==> src/rtl/iic_pkg.sv <==
// Shared FSM state encoding and protocol constants for the IIC configuration sequencer.
package iic_pkg;

    typedef enum logic [3:0] {
        IDLE,
        FETCH,
        WAIT_RDY,
        ISSUE,
        ACK,
        XFER,
        DRAIN,
        GAP,
        FINISH
    } iic_state_t;

    localparam int          IIC_CFG_BYTES = 3;
    localparam logic [15:0] IIC_TBL_END   = 16'hFFFF;

endpackage

==> src/rtl/iic_wait_cnt.sv <==
// Loadable down-counter with a zero flag; holds at zero until reloaded.
module iic_wait_cnt #(
    parameter int W = 8
) (
    input  logic         clk_i,
    input  logic         rst_i,
    input  logic         load_i,
    input  logic [W-1:0] val_i,
    input  logic         dec_i,
    output logic         zero_o
);

    logic [W-1:0] cnt_q;

    always_ff @(posedge clk_i) begin
        if (rst_i) begin
            cnt_q <= '0;
        end else if (load_i) begin
            cnt_q <= val_i;
        end else if (dec_i && (cnt_q != '0)) begin
            cnt_q <= cnt_q - W'(1);
        end
    end

    assign zero_o = (cnt_q == '0);

endmodule

==> src/rtl/iic_cfg_seq.sv <==
// IIC register-configuration sequencer: one 3-byte write (dev, reg, data) per table entry.
// Optional transfer watchdog enabled by defining IIC_CFG_TIMEOUT_EN.
module iic_cfg_seq
    import iic_pkg::*;
#(
    parameter int         NUM_REGS       = 16,
    parameter logic [7:0] DEV_ADDR       = 8'h78,
    parameter int         GAP_CYCLES     = 64,
    parameter int         TIMEOUT_CYCLES = 4096,
    localparam int        IW             = (NUM_REGS > 1) ? $clog2(NUM_REGS) : 1
) (
    input  logic          clk,
    input  logic          rst,
    input  logic          start,
    output logic          busy,
    output logic          done,
    output logic          err,
    output logic [IW-1:0] tbl_addr,
    input  logic [15:0]   tbl_data,
    output logic [7:0]    send_bytes,
    output logic          m_tvalid,
    output logic [7:0]    m_tdata,
    input  logic          m_tready
);

    // Counter widths hold the reload value N-1, which is why N>=2 is required.
    localparam int GW = $clog2(GAP_CYCLES);

    iic_state_t    state_q;
    logic [IW-1:0] idx_q;
    logic          busy_q;
    logic          done_q;
    logic          tvalid_q;
    logic [7:0]    tdata_q;
    logic          fetch_ph_q;
    logic [1:0]    byte_idx_q;
    logic          drain_hi_q;
    logic          rdy_q;
    logic [15:0]   ent_q;
    logic          gap_zero;

    iic_wait_cnt #(.W(GW)) u_gap_cnt (
        .clk_i  (clk),
        .rst_i  (rst),
        .load_i (state_q == DRAIN),
        .val_i  (GW'(GAP_CYCLES - 1)),
        .dec_i  (state_q == GAP),
        .zero_o (gap_zero)
    );

`ifdef IIC_CFG_TIMEOUT_EN
    localparam int TW = $clog2(TIMEOUT_CYCLES);

    iic_state_t prev_q;
    logic       err_q;
    logic       wd_watch;
    logic       wd_load;
    logic       wd_zero;
    logic       wd_fire;

    // Any state change (or leaving the watched states) rearms the watchdog.
    assign wd_watch = (state_q == WAIT_RDY) || (state_q == ACK) ||
                      (state_q == XFER)     || (state_q == DRAIN);
    assign wd_load  = !wd_watch || (state_q != prev_q);
    assign wd_fire  = wd_watch && !wd_load && wd_zero;

    iic_wait_cnt #(.W(TW)) u_wd_cnt (
        .clk_i  (clk),
        .rst_i  (rst),
        .load_i (wd_load),
        .val_i  (TW'(TIMEOUT_CYCLES - 1)),
        .dec_i  (1'b1),
        .zero_o (wd_zero)
    );

    assign err = err_q;
`else
    assign err = 1'b0;
`endif

    always_ff @(posedge clk) begin
        if (state_q == FETCH && fetch_ph_q) begin
            ent_q <= tbl_data;
        end
    end

    always_ff @(posedge clk) begin
        rdy_q <= m_tready;
`ifdef IIC_CFG_TIMEOUT_EN
        prev_q <= state_q;
`endif
        if (rst) begin
            state_q    <= IDLE;
            idx_q      <= '0;
            busy_q     <= 1'b0;
            done_q     <= 1'b0;
            tvalid_q   <= 1'b0;
            tdata_q    <= 8'h00;
            fetch_ph_q <= 1'b0;
            byte_idx_q <= 2'd0;
            drain_hi_q <= 1'b0;
`ifdef IIC_CFG_TIMEOUT_EN
            err_q      <= 1'b0;
`endif
        end else begin
            done_q <= 1'b0;
            case (state_q)
                IDLE: begin
                    if (start) begin
                        state_q    <= FETCH;
                        busy_q     <= 1'b1;
                        idx_q      <= '0;
                        fetch_ph_q <= 1'b0;
`ifdef IIC_CFG_TIMEOUT_EN
                        err_q      <= 1'b0;
`endif
                    end
                end
                FETCH: begin
                    fetch_ph_q <= ~fetch_ph_q;
                    if (fetch_ph_q) begin
                        state_q <= (tbl_data == IIC_TBL_END) ? FINISH : WAIT_RDY;
                    end
                end
                WAIT_RDY: begin
                    if (m_tready) state_q <= ISSUE;
                end
                ISSUE: begin
                    tvalid_q   <= 1'b1;
                    tdata_q    <= DEV_ADDR;
                    byte_idx_q <= 2'd0;
                    state_q    <= ACK;
                end
                ACK: begin
                    if (!m_tready) state_q <= XFER;
                end
                XFER: begin
                    // Engine requests the next byte with a rising edge on m_tready.
                    if (m_tready && !rdy_q) begin
                        byte_idx_q <= byte_idx_q + 2'd1;
                        if (byte_idx_q == 2'(IIC_CFG_BYTES - 2)) begin
                            tdata_q    <= ent_q[7:0];
                            drain_hi_q <= 1'b0;
                            state_q    <= DRAIN;
                        end else begin
                            tdata_q <= ent_q[15:8];
                        end
                    end
                end
                DRAIN: begin
                    if (m_tready) begin
                        drain_hi_q <= 1'b1;
                        if (drain_hi_q) begin
                            tvalid_q <= 1'b0;
                            state_q  <= GAP;
                        end
                    end else begin
                        drain_hi_q <= 1'b0;
                    end
                end
                GAP: begin
                    if (gap_zero) begin
                        if (idx_q == IW'(NUM_REGS - 1)) begin
                            state_q <= FINISH;
                        end else begin
                            idx_q      <= idx_q + IW'(1);
                            fetch_ph_q <= 1'b0;
                            state_q    <= FETCH;
                        end
                    end
                end
                FINISH: begin
                    done_q   <= 1'b1;
                    busy_q   <= 1'b0;
                    tvalid_q <= 1'b0;
                    tdata_q  <= 8'h00;
                    state_q  <= IDLE;
                end
                default: state_q <= IDLE;
            endcase
`ifdef IIC_CFG_TIMEOUT_EN
            if (wd_fire) begin
                err_q    <= 1'b1;
                tvalid_q <= 1'b0;
                state_q  <= FINISH;
            end
`endif
        end
    end

    assign busy       = busy_q;
    assign done       = done_q;
    assign tbl_addr   = idx_q;
    assign send_bytes = 8'(IIC_CFG_BYTES);
    assign m_tvalid   = tvalid_q;
    assign m_tdata    = tdata_q;

endmodule
==> config.mk <==
export PLATFORM = sky130hd
export DESIGN_NAME = iic_cfg_seq
export DESIGN_NICKNAME = d
export VERILOG_FILES = /design/src/rtl/iic_pkg.sv /design/src/rtl/iic_wait_cnt.sv /design/src/rtl/iic_cfg_seq.sv
export SDC_FILE = /design/constraint.sdc
export NUM_CORES = 1
export LEC_CHECK = 0
export CAP_MARGIN = 20
export CORE_MARGIN = 1.5
export CORE_UTILIZATION = 30
export DETAILED_ROUTE_END_ITERATION = 10
export SYNTH_ARGS = -nofsm -noshare
export SYNTH_HDL_FRONTEND = slang
export SYNTH_SLANG_ARGS = --single-unit
==> constraint.sdc <==
create_clock -name clk -period 4.66 [get_ports clk]
set_clock_uncertainty 0.1 [all_clocks]
set_input_delay 0.699 -clock clk [delete_from_list [all_inputs] [get_ports clk]]
set_output_delay 0.699 -clock clk [all_outputs]
set_load 0.02 [all_outputs]
**Word-level counts from Yosys, hierarchy flattened**

Index checks and enable logic that the tools add are counted.

- Register bits after elaboration: 46
- Output and inout bits: 24

- $add $sub $neg: 3
- Equality and inequality tests: 21
- Muxes and demuxes: 37
- Bitwise operators: 1
- Reduce and logical (&&, ||, !) cells: 23

Operator list:

| kind | number |
|---|---|
| 2-to-1 mux 4 bit | 14 |
| case mux 4 bit (8 select lines) | 1 |
| case mux 8 bit (3 select lines) | 1 |
| inequality test 2 bit, second input constant | 10 |
| equality test 16 bit, second input constant | 1 |
| equality test 4 x 3 -> 1 bit, second input constant | 4 |
| 2-to-1 mux 8 bit | 2 |
| 2-to-1 mux 6 bit | 2 |
| 2-to-1 mux 1 bit | 10 |
| nonzero test 2 bit | 5 |
| AND reduction 9 bit | 1 |
| nonzero test 3 bit | 3 |
| equality test 4 x 2 -> 1 bit, second input constant | 2 |
| equality test 4 bit, second input constant | 2 |
| case mux 4 bit (2 select lines) | 1 |
| AND reduction 4 bit | 2 |
| zero test 6 bit | 1 |
| case mux 1 bit (3 select lines) | 2 |
| AND reduction 2 bit | 3 |
| AND reduction 3 bit | 2 |
| nonzero test 6 bit | 1 |
| subtractor 6 x 1 -> 6 bit, second input constant | 1 |
| adder 4 x 1 -> 4 bit, second input constant | 1 |
| equality test 4 x 1 -> 1 bit, second input constant | 1 |
| 9 further kinds | 12 |

**Depth between registers and ports, before layout**

Gate-level depths: netlist of the first run.

- Depth after elaboration: 4
- Depth in mapped cells: 7
- Mapped depth without buffers: 6

**By module**

Synthesis of the first run repeated with hierarchy kept, for this count alone.

- Cells, all modules: 228
- Area total of the unflattened synthesis: 2207.1 µm²

By module, submodules not included:

| module | times used | cells an instance | area each (µm²) | seq. area each (µm²) |
|---|---|---|---|---|
| iic_cfg_seq | 1 | 186 | 1835.5 | 960.9 |
| iic_wait_cnt | 1 | 42 | 371.6 | 120.1 |

**Least setup slack after synthesis of the first run**

Ideal clock, no wire load.

- Path kind: reg-to-reg
- From: register state_q[1]
- To: register ent_q[0] (enable)
- Arrival: 1307 ps
- Setup slack: 2879 ps
- Cell stages (with the launch flop): 3
- Buffers on the path: 0
- Clock period less this slack: 1781 ps
- Cell sequence: dfxtp_1 nor4b_1 and2_1

- Longest elaborated chain between the ends: 2

Ends and longest elaborated chain:

| item | RTL line | source |
|---|---|---|
| from (decl) | iic_cfg_seq.sv:29 | `iic_state_t state_q;` |
| from (signal assigned) | iic_cfg_seq.sv:122 | `state_q <= (tbl_data == IIC_TBL_END) ? FINISH : WAIT_RDY;` |
| equality test 4 x 1 -> 1 bit | iic_cfg_seq.sv:82 | `if (state_q == FETCH && fetch_ph_q) begin` |
| logical AND 1 bit | iic_cfg_seq.sv:82 |  |
| to (signal assigned) | iic_cfg_seq.sv:83 | `ent_q <= tbl_data;` |
| to (decl) | iic_cfg_seq.sv:39 | `logic [15:0] ent_q;` |

Every way passes these cells.
A chain may end at the register's enable or synchronous reset.

**Worst setup path after layout of the first run**

- From: register state_q[0]
- To: register ent_q[1] (enable)

The elaborated chain is that of the path after synthesis.

==> results of run 1 <==
==> layout by cell type (no fill, tap or decap), drive strengths merged, types with 5 or more instances in the layout <==
master and count:
dfxtp 30, nor3 7, inv 8, nand3 5
clkdlybuf4s50 34, nor2 19, a21oi 18, mux2 9
and2 5, o21ai 5, conb 9, nand2 17
clkbuf 6, nor2b 8, edfxtp 16
==> cells in the mapped netlist, types with 2 or more instances <==
master	instances
a21oi_1	16
nor2b_1	8
xor2_1	3
a31oi_1	2
a221oi_1	3
clkbuf_1	5
dfxtp_1	30
nand3_1	5
mux2i_1	2
buf_4	10
nor3_1	5
o31ai_1	2
mux2_2	8
and2_1	5
nand2_1	16
conb_1	2
nor4_1	3
inv_1	8
edfxtp_1	16
o21ai_0	5
buf_2	3
nand4_1	4
nor2_1	19
a22oi_1	4
nor3b_1	3
ha_1	4
==> through the flow <==
stage	instance area, sq um	total power, mW	setup slack, ps	utilization, %
after detailed placement	2550	0.719	1960	36.9
after global routing	2660	1.00	2110	38.5
final	2660	0.951	2270	38.5
after global placement	2550	0.717	1940	36.9
after CTS	2630	0.956	2280	38.1
after floorplan	2200	0.658	2880	-
==> layout make-up <==
class / count / area (sq um) / share of cell area (%)
sequential: 46 / 1080 / 40.6
clock inverter: 2 / 8.76 / 0.329
multi-input combinational: 149 / 980 / 36.8
timing repair buffer: 35 / 368 / 13.8
clock buffer: 6 / 72.6 / 2.73
tap: 96 / 120 / 4.52
inverter: 8 / 30.0 / 1.13
==> flip-flops by register name, summed over array words and instances, names as in the netlist <==
register         cells
ent_q               16
m_tdata              8
u_gap_cnt.cnt_q      6
state_q              4
tbl_addr             4
byte_idx_q           2
busy                 1
done                 1
drain_hi_q           1
fetch_ph_q           1
m_tvalid             1
rdy_q                1
==> critical path, delay by kind of cell (launching register included) <==
| family | cells | cell delay, ps |
|---|---|---|
| AND/OR/NAND/NOR | 2 | 1280 |
| flip-flops | 1 | 630 |
==> cell families after synthesis <==
group	synth area share [%]
and+or+nand+nor	21.6
other	0.345
muxes	5.75
buffers and inverters	6.55
adders and majority gates	2.30
AOI/OAI and AO/OA	12.2
DFF	49.7
xor gates and xnor gates	1.61
==> power breakdown <==
group / internal [mW] / switching (mW)
combinational: 0.104 / 0.107
clock: 0.103 / 0.134
sequential: 0.456 / 0.0482
total: 0.662 / 0.289
==> routing by layer <==
metal,vias to the layer above,wire [um]
met2,26,2150
met1,772,2190
li1,820,-
met5,-,0
met3,6,124
met4,0,76
==> worst max path at each step <==
stage | from | to | depth (start not counted)
6_report | state_q[0] | ent_q[1] | 2
5_1_grt | state_q[0] | ent_q[8] | 2
4_1_cts | rst | state_q[1] | 5
3_5_place_dp | rst | state_q[1] | 5
3_3_place_gp | rst | state_q[1] | 5
2_1_floorplan | state_q[1] | ent_q[0] | 2
==> impl_results.md, run 1 <==
- GR peak layer: met2
- Maximum fanout along the worst path: 16
- Total track usage: around 13%
- Initial core utilization: 31.5%
- Drt first pass iters: 4
- Total grt overflow: 0
- Residual DRC: 0
- Part of the Yosys area used for sequential elements: roughly half
- Global routing usage on met1: about 16%
- Fillers: slightly above 700
- Largest cells by area after synthesis: dfxtp_1 (28%), edfxtp_1 (22%), mux2_2 (4.1%), a21oi_1 (3.7%), buf_4 (3.4%)
- Via count: around 1,600
- GRT met2 Usage: 19.6%
- Mapped Cells: 215
- Later-pin clock latency in the skew report: about 300 ps
- # diodes: 0
- Final Hold Violating Endpoints: 0
- Post-CTS Hold Buffers: 0
- Static Leakage: roughly 0.9 nW
- Worst Hold End: m_tdata[3]
- Worst Tran Pin Value: just over 700 ps
- CTS resizes: 0
- GP Congestion: 0.771
- Kind of critical path: reg2reg
- Hold slack: between 300 and 400 ps
- Worst Hold Class: reg2reg
- Post-Place Cells: 333
- Yosys cell types: 50
- Post-synth ARST share: 0%
- Pins over their slew limit: 0
- Outcome: completed
- Die Area: a little under 8000 sq um
- Area growth syn-to-layout: 22.2%
- Chip width: 88.2 um
- # rows: 30
- Starting DRT DRC Count: 96
- #FFs+latches synth: 46
- Minimum clock period: approximately 2400 ps
- Clk slew on worst S/H paths: ~80 ps
- Placeable Area: around 6900 sq um
- Final wirelength: between 4 and 5 mm
- Vias per Instance: between 4 and 5
- Reg2Reg Depth: 2
- R2R setup slack: approximately 2300 ps
- Arrival time at the worst endpoint: around 2200 ps
- Bufs on Longest Clock Path: 2
- Num CTS Buffers: 5
- CTS tree: built
- Crit end category: flop
- RR Endpoint: ent_q[1]
- Setup violators final: 0
- Crit path launch type: flop
- Layout cells sized above 1: a little over a tenth
- EDFF count, synth: 16
- Predominant post-synthesis flop cell: dfxtp_1
- Slew margin rel.: about half
- Largest net degree at the start of global routing: 31
- M3 GR Usage: roughly 3.4%
- First-pass GRT wire length: 7.38 mm
- Synthesized area per cell: between 10 and 15 sq um
- Worst vdd ir: 0.000101 V
- Critical path data required time: ~4500 ps
- PwrDens: approximately 360 nW/um^2
- I/O pin count: 44
- Max Cap Viol: 0
- Final period utilization: ~51%
- Non-filler cells, final: roughly 340
- RSZ-0062 raised after global routing: false
- R2r startpoint: state_q[0]
- Setup bufs post-CTS: 0
- Vias in the first global route: ~1,500
- Die Height: between 80 and 90 um
- Largest area contributor in the synthesized netlist: dfxtp_1
- H-tree depth: 2
- Number of routed nets with antenna violations: 0
- DPL Wire Length: around 3.3 mm
- CTS root buf: clkbuf_8
- Routed len/inst: around 13 um
- Yosys warning count: 0
- Setup TNS: 0 ps
- CTS sink cnt: 46
- Fmax: 419 MHz
- Worst Hold Depth: 2
- Final nets: about 270
- CP max stage delay: approximately 700 ps
- Initial antenna violation count: 0
- Yosys top cell area share: around 28%
- Critical-path cell list: nor4b_1, and2_1
- Slowest CP cell: and2_1
- # port buffers: 34
- Mapped cell area: between 2000 and 2500 sq um
- Hold path start: m_tdata[3]
Power figures use the tool's default switching activity.
==> run 2: changes to the inputs <==
==> constraint.sdc (replaced) <==
create_clock -name clk -period 2.19 [get_ports clk]
set_clock_uncertainty 0.1 [all_clocks]
set_input_delay 0.3285 -clock clk [delete_from_list [all_inputs] [get_ports clk]]
set_output_delay 0.3285 -clock clk [all_outputs]
set_load 0.02 [all_outputs]
==> impl_results.md, run 2 (synthesis gave the netlist of run 1 again) <==
- Post-route cell area: 2750 sq um (was 2660 sq um)
- Kind of critical path: reg2reg (unchanged)
- Maximum fanout along the worst path: 14 (was 16)
- H-tree depth: 2 (unchanged)
- Clk slew on worst S/H paths: 90 ps (was 80 ps)
- Critical path data required time: 2320 ps (was 4500 ps)
- Hold slack: 380 ps (was 377 ps)
- Placeable Area: 6910 sq um (unchanged)
- Total track usage: 13.0% (was 12.5%)
- Number of routed nets with antenna violations: 0 (unchanged)
- Worst vdd ir: 0.000306 V (was 0.000101 V)
- Initial antenna violation count: 0 (unchanged)
- Arrival time at the worst endpoint: 2100 ps (was 2230 ps)
- Drt first pass iters: 4 (unchanged)
- Num CTS Buffers: 5 (unchanged)
- Final wirelength: 4.66 mm (was 4.54 mm)
- Via count: 1,674 (was 1,624)
- PwrDens: 794 nW/um^2 (was 358 nW/um^2)
- Setup bufs post-CTS: 0 (unchanged)
- Max FFs per register: 16 (unchanged)
- Max Cap Viol: 0 (unchanged)
- RSZ-0062 raised after global routing: false (unchanged)
- Layout cells sized above 1: 15.2% (was 11.0%)
- I/O pin count: 44 (unchanged)
- Die Height: 88.2 um (unchanged)
- Outcome: completed (unchanged)
- Largest net degree at the start of global routing: 23 (was 31)
- Area growth syn-to-layout: 26.4% (was 22.2%)
- Die Area: 7780 sq um (unchanged)
- Crit path launch type: flop (unchanged)
- Non-filler cells, final: 353 (was 342)
- Worst Hold Class: reg2reg (unchanged)
- Vias in the first global route: 1,675 (was 1,492)
- Later-pin clock latency in the skew report: 290 ps (was 300 ps)
- Largest Register: ent_q (unchanged)
- Static Leakage: 0.959 nW (was 0.900 nW)
- Vias per Instance: 4.74 (was 4.75)
- # diodes: 0 (unchanged)
- Routed len/inst: 13.2 um (was 13.3 um)
- Total grt overflow: 0 (unchanged)
- Setup violators final: 0 (unchanged)
- Final Hold Violating Endpoints: 0 (unchanged)
- CTS resizes: 0 (unchanged)
- CTS tree: built (unchanged)
- Final nets: 280 (was 269)
- CTS root buf: clkbuf_8 (unchanged)
- Placed Area: 2640 sq um (was 2550 sq um)
- # port buffers: 34 (unchanged)
- First-pass GRT wire length: 7.81 mm (was 7.38 mm)
- Setup TNS: 0 ps (unchanged)
- Pins over their slew limit: 0 (unchanged)
- Bufs on Longest Clock Path: 2 (unchanged)
- Minimum clock period: 1970 ps (was 2390 ps)
- Starting DRT DRC Count: 77 (was 96)
- DPL Wire Length: 3.48 mm (was 3.27 mm)
- CTS sink cnt: 46 (unchanged)
- GP Congestion: 0.774 (was 0.771)
- # rows: 30 (unchanged)
- Most frequent cells in the layout: clkdlybuf4s50_1 (34), dfxtp_1 (30), nor2_1 (19) (unchanged)
- Fmax: 508 MHz (was 419 MHz)
- Crit end category: flop (unchanged)
- Final period utilization: 89.9% (was 51.2%)
- Chip width: 88.2 um (unchanged)
- Post-CTS Hold Buffers: 0 (unchanged)
- Commonest non-fill, non-tap cell in the layout: clkdlybuf4s50_1 (unchanged)
- Fillers: 683 (was 716)
- Post-Place Cells: 345 (was 333)
- Initial core utilization: 31.5% (unchanged)
- Residual DRC: 0 (unchanged)
- Tot Pwr: 2.18 mW (was 0.951 mW)
run 2: routing by layer:
layer | up-vias | global-route usage (%) | wire (um)
met3 | 5 | 2.54 | 138
met4 | 0 | 4.69 | 56
met2 | 31 | 22.8 | 2380
met5 | - | 0 | 0
li1 | 834 | - | -
met1 | 804 | 15.8 | 2080
run 2: worst paths after layout:
check	from	to	slack, ps	depth (start not counted)
worst min-delay path	m_tdata[6]	m_tdata[6]	380	2
worst max register to register	state_q[0]	u_gap_cnt.cnt_q[5]	220	5
worst min register to register	m_tdata[6]	m_tdata[6]	380	2
worst max-delay path	state_q[0]	u_gap_cnt.cnt_q[5]	220	5
run 2: stage by stage:
stage | utilization, % | setup WS [ps]
finish | 39.8 | 220
global route | 39.8 | 75.6
CTS | 39.8 | 204
detailed placement | 38.2 | 137
global placement | 38.2 | 89.8
floorplan | - | 409
run 2: layout make-up:
type | count | area, sq um | share of cell area [%]
Clock buffer | 6 | 72.6 | 2.64
Clock inverter | 2 | 37.5 | 1.36
Inverter | 8 | 30.0 | 1.09
Timing Repair Buffer | 46 | 430 | 15.6
Sequential cell | 46 | 1080 | 39.3
Multi-Input combinational cell | 149 | 980 | 35.6
Tap cell | 96 | 120 | 4.37
run 2: where the power goes:
| group | switching [mW] | internal, mW | total, mW |
|---|---|---|---|
| registers | 0.0824 | 0.969 | 1.05 |
| logic | 0.254 | 0.250 | 0.504 |
| clock network | 0.289 | 0.341 | 0.630 |
| total | 0.626 | 1.56 | 2.18 |
run 2: worst max-delay path, cell delays in order (launching register included):
cell	delay, ps
dfxtp_1	620
nand4b_2	230
a21oi_4	280
nand2_2	110
or4_1	410
a31oi_1	170
==> run 3: changes to the inputs <==
--- a/config.mk
+++ b/config.mk
@@ -6,9 +6,13 @@
 export NUM_CORES = 1
 export LEC_CHECK = 0
 export CAP_MARGIN = 20
+export CELL_PAD_IN_SITES_DETAIL_PLACEMENT = 0
+export CELL_PAD_IN_SITES_GLOBAL_PLACEMENT = 1
 export CORE_MARGIN = 1.5
 export CORE_UTILIZATION = 30
 export DETAILED_ROUTE_END_ITERATION = 10
+export HOLD_SLACK_MARGIN = 0.08
+export PLACE_DENSITY_LB_ADDON = 0.1
 export SYNTH_ARGS = -nofsm -noshare
 export SYNTH_HDL_FRONTEND = slang
 export SYNTH_SLANG_ARGS = --single-unit
==> impl_results.md, run 3 (synthesis gave the netlist of run 1 again) <==
- CTS tree: built (unchanged)
- Final core occ: 40.0% (was 39.8%)
- Comb pwr share: 24.5% (was 23.1%)
- Most frequent cells in the layout: clkdlybuf4s50_1 (34), dfxtp_1 (30), nor2_1 (19) (unchanged)
- # diodes: 0 (unchanged)
- Kind of critical path: reg2reg (unchanged)
- Layout cells sized above 1: 15.2% (unchanged)
- Reg power frac: 47.1% (was 48.1%)
- Minimum clock period: 1870 ps (was 1970 ps)
- Largest net degree at the start of global routing: 19 (was 23)
- Worst vdd ir: 0.000308 V (was 0.000306 V)
- Bufs on Longest Clock Path: 2 (unchanged)
- Area growth syn-to-layout: 27.0% (was 26.4%)
- Worst Hold Class: reg2reg (unchanged)
- Maximum fanout along the worst path: 9 (was 14)
- # rows: 30 (unchanged)
- Residual DRC: 0 (unchanged)
- RSZ-0062 raised after global routing: false (unchanged)
- Final nets: 280 (unchanged)
- Vias in the first global route: 1,629 (was 1,675)
- Drt first pass iters: 4 (unchanged)
- Post-CTS Hold Buffers: 0 (unchanged)
- Later-pin clock latency in the skew report: 290 ps (about the same)
- Routed len/inst: 13.5 um (was 13.2 um)
- Vias per Instance: 4.72 (was 4.74)
- Number of routed nets with antenna violations: 0 (unchanged)
- I/O pin count: 44 (unchanged)
- Slowest CP cell: dfxtp_1 (unchanged)
- Largest Register: ent_q (unchanged)
- Pins over their slew limit: 0 (unchanged)
- Final period utilization: 85.5% (was 89.9%)
- Critical path data required time: 2300 ps (was 2320 ps)
- Max Cap Viol: 0 (unchanged)
- Placeable Area: 6910 sq um (unchanged)
- Crit path launch type: flop (unchanged)
- Final wirelength: 4.78 mm (was 4.66 mm)
- Die Height: 88.2 um (unchanged)
- # port buffers: 34 (unchanged)
- Final Hold Violating Endpoints: 0 (unchanged)
- CTS sink cnt: 46 (unchanged)
- Worst Hold Depth: 2 (unchanged)
- Setup TNS: 0 ps (unchanged)
- Clk slew on worst S/H paths: 90 ps (about the same)
- Num CTS Buffers: 5 (unchanged)
- Total grt overflow: 0 (unchanged)
- Setup bufs post-CTS: 0 (unchanged)
- Total track usage: 13.6% (was 13.0%)
- Multi-input combinational cell area: 980 sq um (unchanged)
- Static Leakage: 0.962 nW (was 0.959 nW)
- Starting DRT DRC Count: 44 (was 77)
- Fmax: 534 MHz (was 508 MHz)
- Arrival time at the worst endpoint: 1980 ps (was 2100 ps)
- Reg area: 1080 sq um (unchanged)
- Initial core utilization: 31.5% (unchanged)
- Clock power frac: 28.4% (was 28.8%)
- Commonest non-fill, non-tap cell in the layout: clkdlybuf4s50_1 (unchanged)
- Initial antenna violation count: 0 (unchanged)
- Max FFs per register: 16 (unchanged)
- DPL Wire Length: 3.53 mm (was 3.48 mm)
- CTS resizes: 0 (unchanged)
- GP Congestion: 0.744 (was 0.774)
- CP max stage delay: 450 ps (was 620 ps)
- Setup violators final: 0 (unchanged)
- Die Area: 7780 sq um (unchanged)
- First-pass GRT wire length: 8.07 mm (was 7.81 mm)
- PwrDens: 796 nW/um^2 (was 794 nW/um^2)
- H-tree depth: 2 (unchanged)
- Switch share: 28.6% (about the same)
- Crit end category: flop (unchanged)
- Critical-path cell list: buf_4, and4bb_4, and2_1, nor3_4, a221oi_1 (was nand4b_2, a21oi_4, nand2_2, or4_1, a31oi_1)
- CTS root buf: clkbuf_8 (unchanged)
- P_sw: 0.629 mW (was 0.626 mW)
- Chip width: 88.2 um (unchanged)
- Via count: 1,666 (was 1,674)
- Int Power: 1.57 mW (was 1.56 mW)
- Outcome: completed (unchanged)
- Reg2Reg Depth: 5 (unchanged)
- Fillers: 721 (was 683)
run 3: worst paths after layout:
check	from	end	slack, ps
max	state_q[0]	m_tdata[3]	320
min	m_tdata[6]	m_tdata[6]	380
max reg2reg	state_q[0]	m_tdata[3]	320
min reg2reg	m_tdata[6]	m_tdata[6]	380
run 3: layout make-up:
type	instances	area share (%)
clock buffer	6	2.63
clock inverter	2	1.36
inverter	8	1.09
multi-input combinational	149	35.4
sequential	46	39.1
tap	96	4.35
timing repair buffer	46	16.0
run 3: through the flow:
stage                     total power, mW  hold slack, ps  cell area, sq um  std cells  setup WS (ps)
final                                2.20             377              2760        353            317
after global routing                 2.33             414              2760        353            129
after CTS                            2.23             379              2760        353            319
after detailed placement             1.59             366              2650        345            106
after global placement               1.60             366              2650        345            132
after floorplan                      1.40             256              2200        222            409
run 3: power by group through the flow:
stage	registers (mW)	logic [mW]	clock network [mW]
after floorplan	1.05	0.346	0
after global placement	1.06	0.540	0
after detailed placement	1.06	0.538	0
after CTS	1.04	0.545	0.653
after global routing	1.05	0.597	0.687
final	1.04	0.540	0.624
run 3: critical path, delay by kind of cell (launching register included):
family	cells	cell delay [ps]
flops	1	450
simple gates	3	730
buf+inv	1	210
compound gates	1	290
run 3: metal layers:
layer | global-route usage, % | routed length [um] | vias to the layer above
met5 | 0 | 0 | -
met1 | 17.9 | 2380 | 793
met4 | 4.26 | 54 | 0
met3 | 2.92 | 135 | 5
li1 | - | - | 838
met2 | 22.3 | 2210 | 30
